**src/rtl/arb8_ctrl_pkg.sv**
```systemverilog
// Shared constants and state encoding for the 8-way grant arbiter.
package arb8_ctrl_pkg;

  localparam int NUM_REQ = 8;
  localparam int ID_W    = 3;
  localparam int CNT_W   = 8;

  typedef enum logic {
    IDLE  = 1'b0,
    GRANT = 1'b1
  } state_t;

endpackage

```
**src/rtl/arb_pick8.sv**
```systemverilog
// Combinational rotated priority pick: searches req downward from ptr with wrap.
module arb_pick8
  import arb8_ctrl_pkg::*;
(
  input  logic [NUM_REQ-1:0] req,
  input  logic [ID_W-1:0]    ptr,
  output logic [ID_W-1:0]    id,
  output logic               any
);

  // Walk from lowest to highest priority so the last match wins.
  always_comb begin
    id  = ptr;
    any = |req;
    for (int i = NUM_REQ - 1; i >= 0; i--) begin
      if (req[ptr - ID_W'(i)]) id = ptr - ID_W'(i);
    end
  end

endmodule

```
**src/rtl/arb8_ctrl.sv**
```systemverilog
// 8-requester arbiter with hold limit; define ARB8_ROUND_ROBIN_EN for rotating
// priority, otherwise fixed priority with req[7] highest.
module arb8_ctrl
  import arb8_ctrl_pkg::*;
#(
  parameter int HOLD_MAX = 16
) (
  input  logic               clk,
  input  logic               rst,
  input  logic [NUM_REQ-1:0] req,
  input  logic               done,
  output logic [NUM_REQ-1:0] gnt,
  output logic [ID_W-1:0]    gnt_id,
  output logic               gnt_valid,
  output logic               timeout
);

  state_t             state_q, state_d;
  logic [CNT_W-1:0]   cnt_q, cnt_d;
  logic [NUM_REQ-1:0] gnt_q, gnt_d;
  logic [ID_W-1:0]    gnt_id_q, gnt_id_d;
  logic               gnt_valid_q, gnt_valid_d;
  logic               timeout_q, timeout_d;
  logic [ID_W-1:0]    ptr;
  logic [ID_W-1:0]    pick_id;
  logic               pick_any;
  logic               expire;
  logic               release_now;

  arb_pick8 u_pick (
    .req (req),
    .ptr (ptr),
    .id  (pick_id),
    .any (pick_any)
  );

`ifdef ARB8_ROUND_ROBIN_EN
  logic [ID_W-1:0] ptr_q, ptr_d;

  // The just-granted requester drops to lowest priority on the next search.
  always_comb begin
    ptr_d = ptr_q;
    if (state_q == IDLE && pick_any) ptr_d = pick_id - ID_W'(1);
  end

  always_ff @(posedge clk) begin
    if (rst) ptr_q <= '1;
    else     ptr_q <= ptr_d;
  end

  assign ptr = ptr_q;
`else
  assign ptr = '1;
`endif

  assign expire      = (cnt_q >= CNT_W'(HOLD_MAX - 1));
  assign release_now = done | ~req[gnt_id_q] | expire;

  always_comb begin
    state_d = state_q;
    cnt_d   = cnt_q;
    case (state_q)
      IDLE: begin
        if (pick_any) begin
          state_d = GRANT;
          cnt_d   = '0;
        end
      end
      GRANT: begin
        if (release_now)       state_d = IDLE;
        else if (cnt_q != '1)  cnt_d   = cnt_q + CNT_W'(1);
      end
      default: state_d = IDLE;
    endcase
  end

  // Outputs only move on entry to or exit from GRANT; gnt_id keeps its last value in IDLE.
  always_comb begin
    gnt_d       = gnt_q;
    gnt_id_d    = gnt_id_q;
    gnt_valid_d = gnt_valid_q;
    timeout_d   = 1'b0;
    if (state_q == IDLE) begin
      if (pick_any) begin
        gnt_d          = '0;
        gnt_d[pick_id] = 1'b1;
        gnt_id_d       = pick_id;
        gnt_valid_d    = 1'b1;
      end
    end else if (release_now) begin
      gnt_d       = '0;
      gnt_valid_d = 1'b0;
      timeout_d   = expire & ~done & req[gnt_id_q];
    end
  end

  always_ff @(posedge clk) begin
    if (rst) begin
      state_q     <= IDLE;
      cnt_q       <= '0;
      gnt_q       <= '0;
      gnt_id_q    <= '0;
      gnt_valid_q <= 1'b0;
      timeout_q   <= 1'b0;
    end else begin
      state_q     <= state_d;
      cnt_q       <= cnt_d;
      gnt_q       <= gnt_d;
      gnt_id_q    <= gnt_id_d;
      gnt_valid_q <= gnt_valid_d;
      timeout_q   <= timeout_d;
    end
  end

  assign gnt       = gnt_q;
  assign gnt_id    = gnt_id_q;
  assign gnt_valid = gnt_valid_q;
  assign timeout   = timeout_q;

endmodule

```
**config.mk**
```make
export PLATFORM = sky130hd
export DESIGN_NAME = arb8_ctrl
export DESIGN_NICKNAME = d
export VERILOG_FILES = /design/src/rtl/arb8_ctrl_pkg.sv /design/src/rtl/arb_pick8.sv /design/src/rtl/arb8_ctrl.sv
export SDC_FILE = /design/constraint.sdc
export NUM_CORES = 1
export LEC_CHECK = 0
export CAP_MARGIN = 10
export CORE_MARGIN = 4
export CORE_UTILIZATION = 44
export DETAILED_ROUTE_END_ITERATION = 16
export PLACE_DENSITY = 0.83
export SYNTH_ARGS = -nofsm -noshare
export SYNTH_HDL_FRONTEND = slang
export SYNTH_SLANG_ARGS = --single-unit
export TNS_END_PERCENT = 10
```
**constraint.sdc**
```tcl
create_clock -name clk -period 1.6 [get_ports clk]
set_clock_uncertainty 0.1 [all_clocks]
set_input_delay 0.32 -clock clk [delete_from_list [all_inputs] [get_ports clk]]
set_output_delay 0.32 -clock clk [all_outputs]
set_load 0.05 [all_outputs]
```
==> qor.yml, run 1 <==
yosys_most_used_dff: "dfxtp_1"
path_clk_slew_ps: 140
power_density_nw_per_um2: 720.6
rsz0062_at_grt: "true"
status: "complete, but fails checks"
crit_arrival_ps: 2020
synth-seq-area-share: 0.4156
core-area_sq_um: 2255
cp.required_ps: 1760
avgSynthCellArea_sq_um: 9.462
die_area_sq_um: 3258
yosysTopAreaCell: "dfxtp_1"
min_path_type: "input pin to flip-flop"
rr_endpoint: "gnt[6]$_SDFFE_PP0P_"
final_cell_area_sq_um: 1795
r2r_cells: 5
synth_enable_flop_cells: 0
synth.distinct_cells: 39
r2r-start: "cnt_q[7]$_SDFFE_PP0P_"
fmax_mhz: 538.3
dr_total_vias: 1134
worstSetupEndpointType: "flip-flop"
setup_ws_ps: -257.7
antenna_found_initial: 0
cts_root_buf: "clkbuf_4"
fin_crit_ps: 1858
min_from: "req[4]"
die_x_microns: 57.08
start_util: 0.4700
slew_viol_final: 0
ir_worst_vdd_v: 0.0007421
grt_pass1_vias: 1129
num_antenna_cells: 0
regToRegSetupSlack_ps: -260
cts_tree: "yes"
period_share: 1.161
path_class: "flip-flop to flip-flop"
leakage_nw: 0.7763
grt_pass1_wl_microns: 5347
track_usage: 0.2126
hold-path-endpoint: "gnt[4]$_SDFFE_PP0P_"
nets: 181
grt_max_degree: 16
place.port_buffers: 23
syn_to_final_growth_pct: 69.42
dr.pass1.iters: 4
drt-initial-drc-count: 41
cts.sinks: 22
fp-row-count: 17
wl_microns: 3557
holdBufCountCts: 0
hpwlAfterDp_microns: 2342
wl_per_cell_microns: 18.15
synth_top_area_frac: 0.4156
design_power_total_mw: 1.294
place.gp.congestion: 0.8366
maxCapViolCount: 0
ys_warn_count: 0
ant_nets: 0
clk_latency_ps: 320
htreeDepth: 1
cts_buffer_depth: 2
worst_slew_pin_slew_ps: 366.7
cts_buffers: 3
die_height_microns: 57.08
slew_headroom: 0.7524
avgViaCountPerCell: 5.786
critPathMaxFanout: 8
ys_seq_elements: 22
violations: "setup timing"
drc: 0
final_layout_size_suffix_gt1_frac: 0.4286
overflow: 0
whs_path_depth: 3
crit_start: "cnt_q[7]$_SDFFE_PP0P_"
syn_inst: 112
postLayoutCoreUtil: 0.7963
ys_top_cells_by_count: "22 x dfxtp_1, 11 x nor2_1, 9 x o21ai_0"
hold_viol: 0
syn-num-nets: 124
finalSetupViolCount: 16
critPathLaunchType: "flip-flop"
place_area_sq_um: 1670
synthTopCellsByArea: "dfxtp_1 42%, o21ai_0 4.3%, nor2_1 3.9%, a21oi_1 3.8%, mux2i_1 2.8%"
syn-cell-area_sq_um: 1060
async_flop_share: 0
ios: 24
yosysMostFrequentCell: "dfxtp_1"
==> registers in the layout, summed over array words and instances, names as in the netlist <==
signal	cells
gnt_id	3
state_q	1
gnt	8
gnt_valid	1
cnt_q	8
timeout	1
==> layout make-up <==
class,instances,area (sq um)
clock buffer,4,36.28
fill,130,459.2
inverter,5,18.77
multi-input combinational,82,636.9
sequential,22,450.4
tap,28,35.03
timing repair buffer,55,618.1
==> worst max-delay path: stages, from the launching register on <==
cell     delay, ps
dfxtp_2        340
or4_4          540
a31oi_4        230
a41oi_2        170
nor2_4         230
a22o_1         190
==> logic make-up (layout without fill, tap and decap cells) <==
| group | count (synthesis) | after routing | share of synthesized area |
|---|---|---|---|
| DFF | 22 | 22 | 0.4156 |
| adders and majority gates | 1 | 1 | 0.01180 |
| and+or+nand+nor | 42 | 42 | 0.2255 |
| muxes | 4 | 4 | 0.04250 |
| AOI/OAI and AO/OA | 35 | 35 | 0.2716 |
| buffers and inverters | 8 | 64 | 0.03305 |
==> cells in the final DEF (no fill, tap or decap), drive strengths merged, types with 4 or more instances in the layout <==
cell type and count:
nand2 5, buf 45, inv 5, o21ai 9
a21oi 8, nor2 12, clkbuf 4, nor3 4
dlymetal6s2s 7, dfxtp 22
==> metal layers <==
metal	GRT usage	wire (microns)	vias up
li1	-	-	534
met3	0.03846	187	14
met1	0.2466	1410	538
met2	0.3768	1832	48
met4	0.09603	127	0
met5	0	0	-
==> power breakdown <==
group	switching, mW	internal, mW	total (mW)
clock network	0.185	0.139	0.324
logic	0.192	0.185	0.377
registers	0.0253	0.567	0.593
total	0.402	0.892	1.29
==> per-stage QoR <==
step / setup WS, ps / setup TNS (ps) / std cells / hold WS [ps]
6_report: -257.7 / -3094 / 196 / 379.7
5_1_grt: -393.4 / -4202 / 196 / 392.8
4_1_cts: -227.7 / -2978 / 195 / 411.5
3_5_place_dp: -574.3 / -10710 / 190 / 394.1
3_3_place_gp: -465.5 / -8913 / 190 / 382.1
2_1_floorplan: -129.9 / -1741 / 112 / 284.2
==> timing repair <==
action	in CTS	in global routing
pin swaps	5	10
endpoints found under the setup margin	20	22
cloned	0	0
resized for setup	4	20
setup buffers	1	1
==> how the worst max path moves through the flow <==
stage / cells after the start / endpoint / slack [ps]
2_1_floorplan: 6 / gnt[4]$_SDFFE_PP0P_ / -130
3_3_place_gp: 6 / cnt_q[3]$_SDFFE_PP0P_ / -470
4_1_cts: 5 / gnt[6]$_SDFFE_PP0P_ / -230
6_report: 5 / gnt[6]$_SDFFE_PP0P_ / -260
3_5_place_dp: 6 / cnt_q[0]$_SDFFE_PP0P_ / -570
5_1_grt: 6 / cnt_q[7]$_SDFFE_PP0P_ / -390
No activity file was read; power rests on OpenSTA's default activity.
==> run 2, diff against run 1 <==
- PLACE_DENSITY: 0.83 -> default
- PLACE_DENSITY_LB_ADDON: default -> 0.25
==> run 2 against run 1 <==
Against the previous run:
- the flow still finishes with violations (setup timing)
- die area stayed put
- flip-flop and latch count stayed put
- routed wire length is 5.4% lower
- sequential share of layout area is 0.38 points lower
- clock power is 5% lower
- setup slack better by 17 ps
- global-route usage is 1.7 points lower
- critical path type unchanged
- critical endpoint unchanged
- largest power group unchanged
==> qor.yml, run 2 (synthesis results as in run 1) <==
dr.pass1.iters: 4  # unchanged
switching_share: 0.2982  # was 0.3105
comb_power_share: 0.292  # was 0.291
design_power_total_mw: 1.267  # was 1.294 mW
final_layout_size_suffix_gt1_frac: 0.4497  # was 0.4286
drt-initial-drc-count: 35  # was 41
ir_worst_vdd_v: 0.0006816  # was 0.0007421 V
grt_pass1_wl_microns: 5037  # was 5347 microns
intPower_mw: 0.8893  # was 0.8921 mW
nets: 182  # was 181
path_clk_slew_ps: 120  # was 140 ps
crit_arrival_ps: 2000  # was 2020 ps
hold_viol: 0  # unchanged
path_class: "flip-flop to flip-flop"  # unchanged
leakage_nw: 0.7812  # was 0.7763 nW
die_area_sq_um: 3258  # unchanged
overflow: 0  # unchanged
worstSetupEndpointType: "flip-flop"  # unchanged
r2r-start: "cnt_q[7]$_SDFFE_PP0P_"  # unchanged
clk_latency_ps: 310  # was 320 ps
period_share: 1.150  # was 1.161
track_usage: 0.1953  # was 0.2126
wl_microns: 3366  # was 3557 microns
core-area_sq_um: 2255  # unchanged
fill_cells: 131  # was 130
slew_headroom: 0.7763  # was 0.7524
fin_crit_ps: 1840  # was 1858 ps
dr_total_vias: 1113  # was 1,134
maxCapViolCount: 0  # unchanged
htreeDepth: 1  # unchanged
place.port_buffers: 23  # unchanged
switchingPower_mw: 0.3778  # was 0.4017 mW
start_util: 0.4700  # unchanged
violations: "setup timing"  # unchanged
fp-row-count: 17  # unchanged
seq_power_share: 0.466  # was 0.458
ant_nets: 0  # unchanged
power_density_nw_per_um2: 698.9  # was 720.6 nW/um^2
grt_pass1_vias: 1140  # was 1,129
cp_num_buf_inv: 0  # unchanged
place.gp.congestion: 0.8824  # was 0.8366
ios: 24  # unchanged
fmax_mhz: 543.4  # was 538.3 MHz
seqCellArea_sq_um: 447.9  # was 450.4 sq um
stdcell_count: 197  # was 196
status: "complete, but fails checks"  # unchanged
hpwlAfterDp_microns: 2376  # was 2342 microns
min_path_type: "input pin to flip-flop"  # unchanged
cts_buffers: 3  # unchanged
layout_commonest_cell: "buf_4"  # unchanged
cts_buffer_depth: 2  # unchanged
syn_to_final_growth_pct: 71.07  # was 69.42%
cp_top_family: "simple AND/OR/NAND/NOR gates"  # unchanged
drc: 0  # unchanged
avgViaCountPerCell: 5.650  # was 5.786
setup_ws_ps: -240.3  # was -257.7 ps
cts_tree: "yes"  # unchanged
cts_root_buf: "clkbuf_4"  # unchanged
power_frac_clock: 0.243  # was 0.250
cp_cell_sequence: "or4_4 > a31oi_4 > a41oi_2 > nor2_4 > a22o_1"  # unchanged
layout_common_cells: "33 x buf_4, 18 x dfxtp_1, 13 x buf_12"  # was 32 x buf_4, 18 x dfxtp_1, 13 x buf_12
place_ws_ps: -538.6  # was -574.3 ps
cts.sinks: 22  # unchanged
multiInputGateArea_sq_um: 649.4  # was 636.9 sq um
die_height_microns: 57.08  # unchanged
cp.required_ps: 1760  # about the same
worst_slew_pin_slew_ps: 335.6  # was 366.7 ps
grt_max_degree: 16  # unchanged
rsz0062_at_grt: "true"  # unchanged
cp_slowest_cell: "or4_4"  # unchanged
min_from: "req[4]"  # unchanged
critPathLaunchType: "flip-flop"  # unchanged
crit_start: "cnt_q[7]$_SDFFE_PP0P_"  # unchanged
critPathMaxFanout: 8  # unchanged
wl_per_cell_microns: 17.09  # was 18.15 microns
num_antenna_cells: 0  # unchanged
antenna_found_initial: 0  # unchanged
placedCellCount: 191  # was 190
die_x_microns: 57.08  # unchanged
slew_viol_final: 0  # unchanged
cp_slowest_stage_delay_ps: 540  # about the same
finalSetupViolCount: 17  # was 16
==> run 2: cell types whose count changed in the layout (fill, tap and decap cells not counted), sizes merged <==
cell,delta
buf,+1
==> run 2: final timing paths <==
path | endpoint | slack (ps) | depth (start not counted)
hold / removal | gnt[4]$_SDFFE_PP0P_ | 370 | 3
setup reg to reg | gnt[6]$_SDFFE_PP0P_ | -240 | 5
hold reg to reg | gnt[1]$_SDFFE_PP0P_ | 420 | 1
setup / recovery | gnt[6]$_SDFFE_PP0P_ | -240 | 5
==> run 2: per-layer routing <==
layer / wire length, microns / up-vias / GRT usage
li1: - / 536 / -
met1: 1390 / 538 / 0.2230
met3: 137 / 6 / 0.03394
met5: 0 / - / 0
met2: 1795 / 33 / 0.3622
met4: 43 / 0 / 0.06623
==> run 2: area by class of cell <==
type / count / share of cell area
Tap cell: 28 / 0.01932
Sequential cell: 22 / 0.2471
Clock buffer: 4 / 0.02001
Multi-Input combinational cell: 82 / 0.3582
Timing Repair Buffer: 56 / 0.3451
Inverter: 5 / 0.01035
==> run 2: power by group through the flow <==
stage               logic, mW  registers [mW]  clock network (mW)
global placement        0.337           0.600                   0
global route            0.391           0.593               0.335
floorplan               0.121           0.643                   0
CTS                     0.353           0.590               0.315
detailed placement      0.345           0.602                   0
finish                  0.369           0.590               0.308
==> run 2: metrics by stage <==
stage	setup TNS [ps]	utilization	hold WS, ps	area [sq um]
detailed placement	-9722	0.7442	401.7	1678
CTS	-2703	0.7725	424.0	1742
global placement	-8997	0.7442	384.3	1678
floorplan	-1741	-	284.2	1070
finish	-3160	0.8041	372.5	1813
global route	-4246	0.8041	374.3	1813
==> run 2: timing repair <==
item                                    4_1_cts  5_1_grt
pin swaps                                     1        6
buffers inserted                              1        1
endpoints found under the hold margin         0        0
hold buffers                                  0        0
gates resized for setup                       8       17
endpoints found under the setup margin       20       21
==> run 2: tightest hold or removal path: stages <==
cell and delay [ps]:
dlymetal6s2s_1 160, buf_4 160, a22o_1 110
